File: src/rtl/enc_dec_ctrl.sv
`default_nettype none
// ---------------------------------------------------------------------------
// enc_dec_ctrl : APB register block and launch/wait/capture sequencer for the
// encode/decode datapath. Optional watchdog: ENC_DEC_TIMEOUT_EN.  Rev 1.0
// ---------------------------------------------------------------------------
module enc_dec_ctrl #(
  parameter int AMBA_ADDR_WIDTH = 20,
  parameter int AMBA_WORD       = 32,
  parameter int DATA_WIDTH      = 32,
  parameter int TIMEOUT_CYCLES  = 64
) (
  input  logic                       PCLK,
  input  logic                       PRESETn,
  input  logic                       PSEL,
  input  logic                       PENABLE,
  input  logic                       PWRITE,
  input  logic [AMBA_ADDR_WIDTH-1:0] PADDR,
  input  logic [AMBA_WORD-1:0]       PWDATA,
  output logic [AMBA_WORD-1:0]       PRDATA,
  output logic                       PREADY,
  output logic                       PSLVERR,
  output logic                       dp_start,
  output logic [1:0]                 dp_mode,
  output logic [DATA_WIDTH-1:0]      dp_data,
  output logic [1:0]                 dp_width,
  output logic [DATA_WIDTH-1:0]      dp_noise,
  input  logic                       dp_done,
  input  logic [DATA_WIDTH-1:0]      dp_data_out,
  input  logic [1:0]                 dp_nof,
  output logic [DATA_WIDTH-1:0]      data_out,
  output logic [1:0]                 num_of_errors,
  output logic                       operation_done,
  output logic                       busy
);

  localparam logic [1:0] ADDR_CTRL  = 2'b00;
  localparam logic [1:0] ADDR_DATA  = 2'b01;
  localparam logic [1:0] ADDR_WIDTH = 2'b10;
  localparam logic [1:0] ADDR_NOISE = 2'b11;
  localparam logic [1:0] MODE_RSVD  = 2'b11;

  typedef enum logic [1:0] {
    ST_IDLE   = 2'd0,
    ST_LAUNCH = 2'd1,
    ST_WAIT   = 2'd2,
    ST_DONE   = 2'd3
  } state_t;

  state_t r_state, w_state_nxt;

  logic [AMBA_WORD-1:0] r_ctrl, r_data_in, r_cw_width, r_noise;
  logic [1:0]           w_sel;
  logic                 w_wr, w_rd, w_idle, w_wr_ok, w_launch, w_timeout, w_unused;

  assign w_sel    = PADDR[3:2];
  assign w_wr     = PSEL & PENABLE & PWRITE;
  assign w_rd     = PSEL & PENABLE & ~PWRITE;
  assign w_idle   = (r_state == ST_IDLE);
  assign w_wr_ok  = w_wr & w_idle;
  assign w_launch = w_wr_ok & (w_sel == ADDR_CTRL) & (PWDATA[1:0] != MODE_RSVD);
  assign busy     = ~w_idle;
  assign PREADY   = 1'b1;
  assign w_unused = ^{PADDR[AMBA_ADDR_WIDTH-1:4], PADDR[1:0], TIMEOUT_CYCLES};

  // A reserved-mode CTRL write is still stored; only the launch is refused.
  assign PSLVERR = w_wr & (busy | ((w_sel == ADDR_CTRL) & (PWDATA[1:0] == MODE_RSVD)));

  always_ff @(posedge PCLK or negedge PRESETn) begin
    if (!PRESETn) begin
      r_ctrl     <= '0;
      r_data_in  <= '0;
      r_cw_width <= '0;
      r_noise    <= '0;
    end else if (w_wr_ok) begin
      case (w_sel)
        ADDR_CTRL:  r_ctrl     <= PWDATA;
        ADDR_DATA:  r_data_in  <= PWDATA;
        ADDR_WIDTH: r_cw_width <= PWDATA;
        ADDR_NOISE: r_noise    <= PWDATA;
        default:    r_ctrl     <= r_ctrl;
      endcase
    end
  end

  always_comb begin
    PRDATA = '0;
    if (w_rd) begin
      case (w_sel)
        ADDR_CTRL:  PRDATA = r_ctrl;
        ADDR_DATA:  PRDATA = r_data_in;
        ADDR_WIDTH: PRDATA = r_cw_width;
        ADDR_NOISE: PRDATA = r_noise;
        default:    PRDATA = '0;
      endcase
    end
  end

`ifdef ENC_DEC_TIMEOUT_EN
  localparam int CNT_W = $clog2(TIMEOUT_CYCLES + 1);
  logic [CNT_W-1:0] r_wait_cnt;

  always_ff @(posedge PCLK or negedge PRESETn) begin
    if (!PRESETn) begin
      r_wait_cnt <= '0;
    end else if (w_launch) begin
      r_wait_cnt <= '0;
    end else if (r_state == ST_WAIT) begin
      r_wait_cnt <= r_wait_cnt + 1'b1;
    end
  end

  // Counter holds the index of the current WAIT cycle; the last allowed one ends the wait.
  assign w_timeout = (r_state == ST_WAIT) & ~dp_done &
                     (r_wait_cnt == CNT_W'(TIMEOUT_CYCLES - 1));
`else
  assign w_timeout = 1'b0;
`endif

  always_ff @(posedge PCLK or negedge PRESETn) begin
    if (!PRESETn) begin
      r_state <= ST_IDLE;
    end else begin
      r_state <= w_state_nxt;
    end
  end

  always_comb begin
    w_state_nxt    = r_state;
    dp_start       = 1'b0;
    operation_done = 1'b0;
    case (r_state)
      ST_IDLE:   if (w_launch) w_state_nxt = ST_LAUNCH;
      ST_LAUNCH: begin
        dp_start    = 1'b1;
        w_state_nxt = ST_WAIT;
      end
      ST_WAIT:   if (dp_done || w_timeout) w_state_nxt = ST_DONE;
      ST_DONE: begin
        operation_done = 1'b1;
        w_state_nxt    = ST_IDLE;
      end
      default:   w_state_nxt = ST_IDLE;
    endcase
  end

  // Mode comes straight from the committing write; the other inputs are already stable.
  always_ff @(posedge PCLK or negedge PRESETn) begin
    if (!PRESETn) begin
      dp_mode  <= '0;
      dp_data  <= '0;
      dp_width <= '0;
      dp_noise <= '0;
    end else if (w_launch) begin
      dp_mode  <= PWDATA[1:0];
      dp_data  <= r_data_in[DATA_WIDTH-1:0];
      dp_width <= r_cw_width[1:0];
      dp_noise <= r_noise[DATA_WIDTH-1:0];
    end
  end

  always_ff @(posedge PCLK or negedge PRESETn) begin
    if (!PRESETn) begin
      data_out      <= '0;
      num_of_errors <= '0;
    end else if (r_state == ST_WAIT) begin
      if (dp_done) begin
        data_out      <= dp_data_out;
        num_of_errors <= dp_nof;
      end else if (w_timeout) begin
        data_out      <= '0;
        num_of_errors <= 2'b11;
      end
    end
  end

endmodule
`default_nettype wire

File: config.mk
export PLATFORM = sky130hd
export DESIGN_NAME = enc_dec_ctrl
export DESIGN_NICKNAME = d
export VERILOG_FILES = /design/src/rtl/enc_dec_ctrl.sv
export SDC_FILE = /design/constraint.sdc
export NUM_CORES = 1
export LEC_CHECK = 0
export CAP_MARGIN = 15
export CORE_MARGIN = 5
export CORE_UTILIZATION = 50
export DETAILED_ROUTE_END_ITERATION = 8
export PLACE_DENSITY = 0.83
export SLEW_MARGIN = 20
export SYNTH_ARGS = -nofsm -noshare
export SYNTH_HDL_FRONTEND = slang
export SYNTH_SLANG_ARGS = --single-unit
File: constraint.sdc
create_clock -name PCLK -period 2.25 [get_ports PCLK]
set_input_delay 0.45 -clock PCLK [delete_from_list [all_inputs] [get_ports PCLK]]
set_output_delay 0.45 -clock PCLK [all_outputs]
set_load 0.03 [all_outputs]
==> metrics.txt, run 1 <==
Die Wd=151.2 um; slowest stage delay, CP=470 ps; full die area=22850 sq um; busiest grt layer=met2; H-tree levels=1; PwrDens=1229 nW/um^2; Setup Crit Path Kind=in2out; sequential share of the synthesized area=58.27%; worst path cell trace=clkdlybuf4s50_1 > buf_4 > nand3b_1 > buf_4 > nor2b_1 > buf_4; initial antenna violation count=0; GRT met2 Usage=36.28%; DR vias/cell=5.295; vias in the first global route=6716; TritonCTS clock tree=built; CP Data Required Time=1800 ps; Yosys reg bits=232; Area contributors post-synth=dfrtp_1 (58%), mux2_2 (18%), mux2_4 (9.0%); via count=5862; setup TNS=0 ps; IO buf count=211; Final Max Tran Viols=0; status=completed; Clock Sinks=232; Critical R2R Capture=r_data_in[9]; Commonest cells post-synth=dfrtp_1 (232), mux2_2 (162), mux2_4 (60); I/O Pins=231; cell count after synthesis=590; total grt overflow=0; setup bufs post-CTS=0; Synth top area share=58.27%; CP arrival=1770 ps; DR WL/cell=20.74 um; RSZ-0062 raised after global routing=yes; final hold vios=0; largest area contributor in the netlist=dfrtp_1; Worst-path clk slew=60 ps; area grow syn2layout=34.43%; Final Skew=10.14 ps; Starting Density=51.03%; Distinct cells, synth=25; final WL=22960 um; Critical Path Fanout Max=10; final hold slack=477.9 ps; antenna-violating nets left=0; core footprint=19530 sq um; drt first pass iters=4; DRT iter0 DRCs=192; most frequent cell after synthesis=dfrtp_1; FP Rows=51; Post-synth EDFFs=0; clk root buf=clkbuf_16; DP Wirelength=15860 um; worst vdd ir=0.0009847 V; fin crit period=2218 ps; Ant. Diodes=0; die height=151.2 um; met1 Use GR=25.60%; Tcrit/Tclk final=98.57%; Layout Cells excl Fill=1107; clk_lat worst skew=500 ps; largest net degree at the start of global routing=61; worst hold path class=in2async; synth warn=0; largest buffer count on any clock path=3; layout cells sized above 1=45.13%; Core Util, Final=68.60%; met3 usage=4.488%; ys async rst share=100.0%; R2R Path Start=r_state[1]; Total GRT Usage=20.42%; Pleak=6.207 nW; Layout fillers=1306; Slowest cell on crit path=clkdlybuf4s50_1; final setup violation count=0; ys flop type=dfrtp_1; NumNets Final=920; Residual DRC=0; GPL Wtd Cong=0.7541; reg2reg setup slack=160 ps; Mean Syn Cell Area=16.89 sq um; first-pass GRT wire length=36590 um; CP most frequent cell=buf_4; syn_nets=686; mapped cell area=9963 sq um; CTS Buf Count=24; cells on worst reg2reg path=6; Inst Count DP=1062; max cap viols=0; Fmax=450.9 MHz; Setup crit end kind=output pin; startpoint types=input pin; Design Power=16.46 mW
-- worst max-delay path, delay by kind of cell --
kind	cells	cell delay [ps]
simple gates	2	310
buf+inv	4	990
-- cell usage in the layout, fill, tap and decap left out, types with 11 or more instances in the layout --
master,Yosys,routed
mux4_2,32,32
clkdlybuf4s50_1,0,172
buf_12,0,18
mux2_2,162,162
nor2b_2,0,11
nor2b_1,33,21
dfrtp_1,232,232
clkbuf_16,0,25
mux2_4,60,60
buf_4,5,47
-- power by group --
| group | switching, mW | internal [mW] | total, mW | leakage (nW) |
|---|---|---|---|---|
| sequential | 1.05 | 5.83 | 6.88 | 3.02 |
| clock | 1.55 | 2.31 | 3.87 | 0.393 |
| combinational | 2.49 | 3.22 | 5.71 | 2.79 |
| total | 5.10 | 11.4 | 16.5 | 6.21 |
-- area by class of cell --
cell class	instances	area, sq um	share of cell area, %
clock buffers	36	716.9	5.353
repair buffers	244	2496	18.64
clock inverters	8	65.06	0.4858
multi-input cells	319	3968	29.62
flip-flops and latches	232	5806	43.34
well taps	265	331.6	2.475
inverters	3	11.26	0.08407
-- stage by stage --
step / setup slack (ps) / instance area (sq um)
after global placement: 6.463 / 12570
after global routing: -48.30 / 13390
after detailed placement: -18.62 / 12570
after CTS: 2.996 / 13360
after floorplan: 107.9 / 9963
final: 32.25 / 13390
-- kinds of logic (layout without fill, tap and decap cells) --
family / count (synthesis) / count (layout) / share of synthesized area, %
flops: 232 / 232 / 58.27
other cells: 1 / 1 / 0.03764
fa+ha+maj: 4 / 4 / 0.5023
simple gates: 48 / 48 / 2.976
mux: 261 / 261 / 35.38
compound gates: 5 / 5 / 0.4019
buf+inv: 39 / 291 / 2.436
-- worst max-delay path by stage --
stage	to	cells past startpoint	from
finish	PRDATA[6]	6	PSEL
global route	PRDATA[2]	6	PSEL
CTS	PRDATA[17]	6	PSEL
detailed placement	PRDATA[0]	6	PSEL
global placement	PRDATA[4]	6	PSEL
floorplan	PRDATA[10]	4	PADDR[2]
-- layer usage --
layer | share of wire [%] | vias to the layer above
li1 | - | 2594
met1 | 40 | 3082
met2 | 53 | 157
met3 | 5.7 | 29
met4 | 1.7 | 0
met5 | 0 | -
-- state kept, by name (all words and copies together), names as in the netlist --
signal and cells:
data_out 32, dp_data 32, dp_noise 32, r_ctrl 32
r_cw_width 32, r_data_in 32, r_noise 32, dp_mode 2
dp_width 2, num_of_errors 2, r_state 2
-- repair_timing --
item | in CTS | in global routing
hold buffers | 1 | 0
gates cloned | 0 | 0
hold endpoints to repair | 55 | 0
setup endpoints to repair | 4 | 19
pin swaps | 0 | 0
resized for setup | 4 | 15
Power figures use the tool's default switching activity.
==> inputs of run 2 (changes only) <==
--- a/config.mk
+++ b/config.mk
@@ -7,9 +7,10 @@
 export LEC_CHECK = 0
 export CAP_MARGIN = 15
 export CORE_MARGIN = 5
-export CORE_UTILIZATION = 50
+export CORE_UTILIZATION = 51
+export CTS_BUF_LIST = sky130_fd_sc_hd__clkbuf_8
 export DETAILED_ROUTE_END_ITERATION = 8
-export PLACE_DENSITY = 0.83
+export PLACE_DENSITY = 0.84
 export SLEW_MARGIN = 20
 export SYNTH_ARGS = -nofsm -noshare
 export SYNTH_HDL_FRONTEND = slang
==> run 2 against run 1 <==
- clock-buffer cell count grew 15
- clock skew is 11 ps higher
- sequential cell count stayed put
- die area decreased by 1.8%
- wire length up 1.5%
- global-route usage rose by 0.88 points
- register-to-register slack about the same
- final cell count up 1.9%
- critical path depth fell by 1
- clock power fell by 6.7%
- sequential share of layout area is 0.13 points higher
- total power is 1.8% lower
- critical path type unchanged
- largest cell class unchanged
- largest power group unchanged
- highest routed layer is now met5
==> metrics.txt, run 2 (synthesis gave the netlist of run 1 again) <==
TritonCTS clock tree=built; Residual DRC=0 (unchanged); largest net degree at the start of global routing=61 (unchanged); H-tree levels=2 (+1); final WL=23300 um (+1.5%); area grow syn2layout=34.02%; Ant. Diodes=0 (unchanged); antenna-violating nets left=0 (unchanged); clk_lat worst skew=530 ps (+30 ps); DRT iter0 DRCs=242 (+26%); Setup Crit Path Kind=in2out; NumNets Final=933 (+1.4%); Pleak=6.250 nW (+0.69%); Worst-path clk slew=60 ps (about the same); most frequent cells in the layout=dfrtp_1 (232), clkdlybuf4s50_1 (172), mux2_2 (162); drt first pass iters=4 (unchanged); vias in the first global route=6772 (+0.83%); final setup violation count=0 (unchanged); clk root buf=clkbuf_8; GPL Wtd Cong=0.7627 (+1.1%); CP most frequent cell=buf_4; startpoint types=input pin; most common cell after layout, fill and taps aside=dfrtp_1; worst hold path class=in2async; Final Worst Setup Slack=34.37 ps (+2.122 ps); Tcrit/Tclk final=98.47% (about the same); Total GRT Usage=21.30% (+0.88 points); largest buffer count on any clock path=3 (unchanged); initial antenna violation count=1 (+1); Final Skew=20.77 ps (+10.63 ps); Clock Sinks=232 (unchanged); CP arrival=1770 ps (about the same); setup TNS=0 ps (unchanged); Slowest cell on crit path=clkdlybuf4s50_1; layout cells sized above 1=44.38% (-0.75 points); Final Max Tran Viols=0 (unchanged); Critical Path Fanout Max=17 (+7); fin crit period=2216 ps (-2.122 ps); full die area=22430 sq um (-1.8%); status=completed; Fmax=451.3 MHz (about the same); max cap viols=0 (unchanged); final hold vios=0 (unchanged); Starting Density=51.53% (+0.51 points); CTS Buf Count=39 (+63%); Die Wd=149.8 um (-0.92%); slowest stage delay, CP=510 ps (+40 ps); I/O Pins=231 (unchanged); CP Data Required Time=1800 ps (about the same); die height=149.8 um (-0.92%); IO buf count=211 (unchanged); PwrDens=1210 nW/um^2 (-1.5%); worst vdd ir=0.0008742 V (-11%); worst path cell trace=clkdlybuf4s50_1 > nand3b_1 > buf_4 > nor2b_1 > buf_4; FP Rows=51 (unchanged); total grt overflow=0 (unchanged); first-pass GRT wire length=37230 um (+1.8%); DR WL/cell=20.66 um (-0.41%); RSZ-0062 raised after global routing=yes; Setup crit end kind=output pin; core footprint=19330 sq um (-0.98%); DR vias/cell=5.274 (-0.41%); via count=5949 (+1.5%); Setup WS pre-CTS=-10.47 ps (+8.148 ps); DP Wirelength=15750 um (-0.69%)
-- run 2: cell types whose count changed in the layout (fill, tap and decap cells not counted), moves of 6 or more --
cell	previous run	this run
buf_4	47	41
clkbuf_1	6	0
clkbuf_16	25	0
clkbuf_8	5	51
inv_1	3	17
nor2b_1	21	30
nor2b_2	11	3
-- run 2: critical path: cells and delay by family --
family | cells | cell delay [ps]
buf+inv | 3 | 950
simple gates | 2 | 350
-- run 2: cell type report --
cell class,instances,area [sq um]
Multi-Input combinational cell,319,3936
Inverter,3,11.26
Clock inverter,16,62.56
Sequential cell,232,5806
Fill cell,1334,5982
Tap cell,265,331.6
Clock buffer,51,701.9
Timing Repair Buffer,242,2504
-- run 2: metrics by stage --
stage / cells / instance area [sq um] / utilization [%] / hold WS, ps / total power, mW
final: 1128 / 13350 / 69.06 / 447.6 / 16.16
after global routing: 1128 / 13350 / 69.06 / 465.6 / 17.02
after detailed placement: 1059 / 12560 / 64.95 / 425.4 / 12.66
after global placement: 1059 / 12560 / 64.95 / 421.9 / 12.32
after floorplan: 590 / 9963 / - / 154.4 / 10.35
after CTS: 1128 / 13340 / 68.98 / 439.8 / 16.35
-- run 2: timing repair --
item	in CTS	in global routing
resized for setup	4	8
gates cloned	0	0
setup endpoints to repair	4	16
hold endpoints to repair	55	0
buffers inserted	1	0
hold buffers	1	0
-- run 2: final timing paths --
kind	from	endpoint	slack, ps	depth (start not counted)
worst max-delay path	PSEL	PRDATA[1]	30	5
worst min-delay path	PRESETn	dp_data[10]	450	2
worst max register to register	r_state[0]	dp_noise[14]	150	7
worst min register to register	dp_mode[1]	dp_mode[1]	490	1
max in group asynchronous	PRESETn	dp_data[23]	1130	3
min in group PCLK	dp_mode[1]	dp_mode[1]	490	1
-- run 2: report_power, final --
group	internal [mW]	total, mW	leakage (nW)	switching [mW]
Clock	2.01	3.61	0.449	1.60
Combinational	3.20	5.68	2.78	2.48
Sequential	5.83	6.87	3.02	1.04
Total	11.0	16.2	6.25	5.12
-- run 2: per-layer routing --
metal / vias up / part of all wire, % / track usage [%]
met5: - / 0.056 / 0
li1: 2633 / - / -
met2: 177 / 51 / 35.59
met1: 3091 / 40 / 26.91
met4: 2 / 2.1 / 7.411
met3: 46 / 7.0 / 5.906
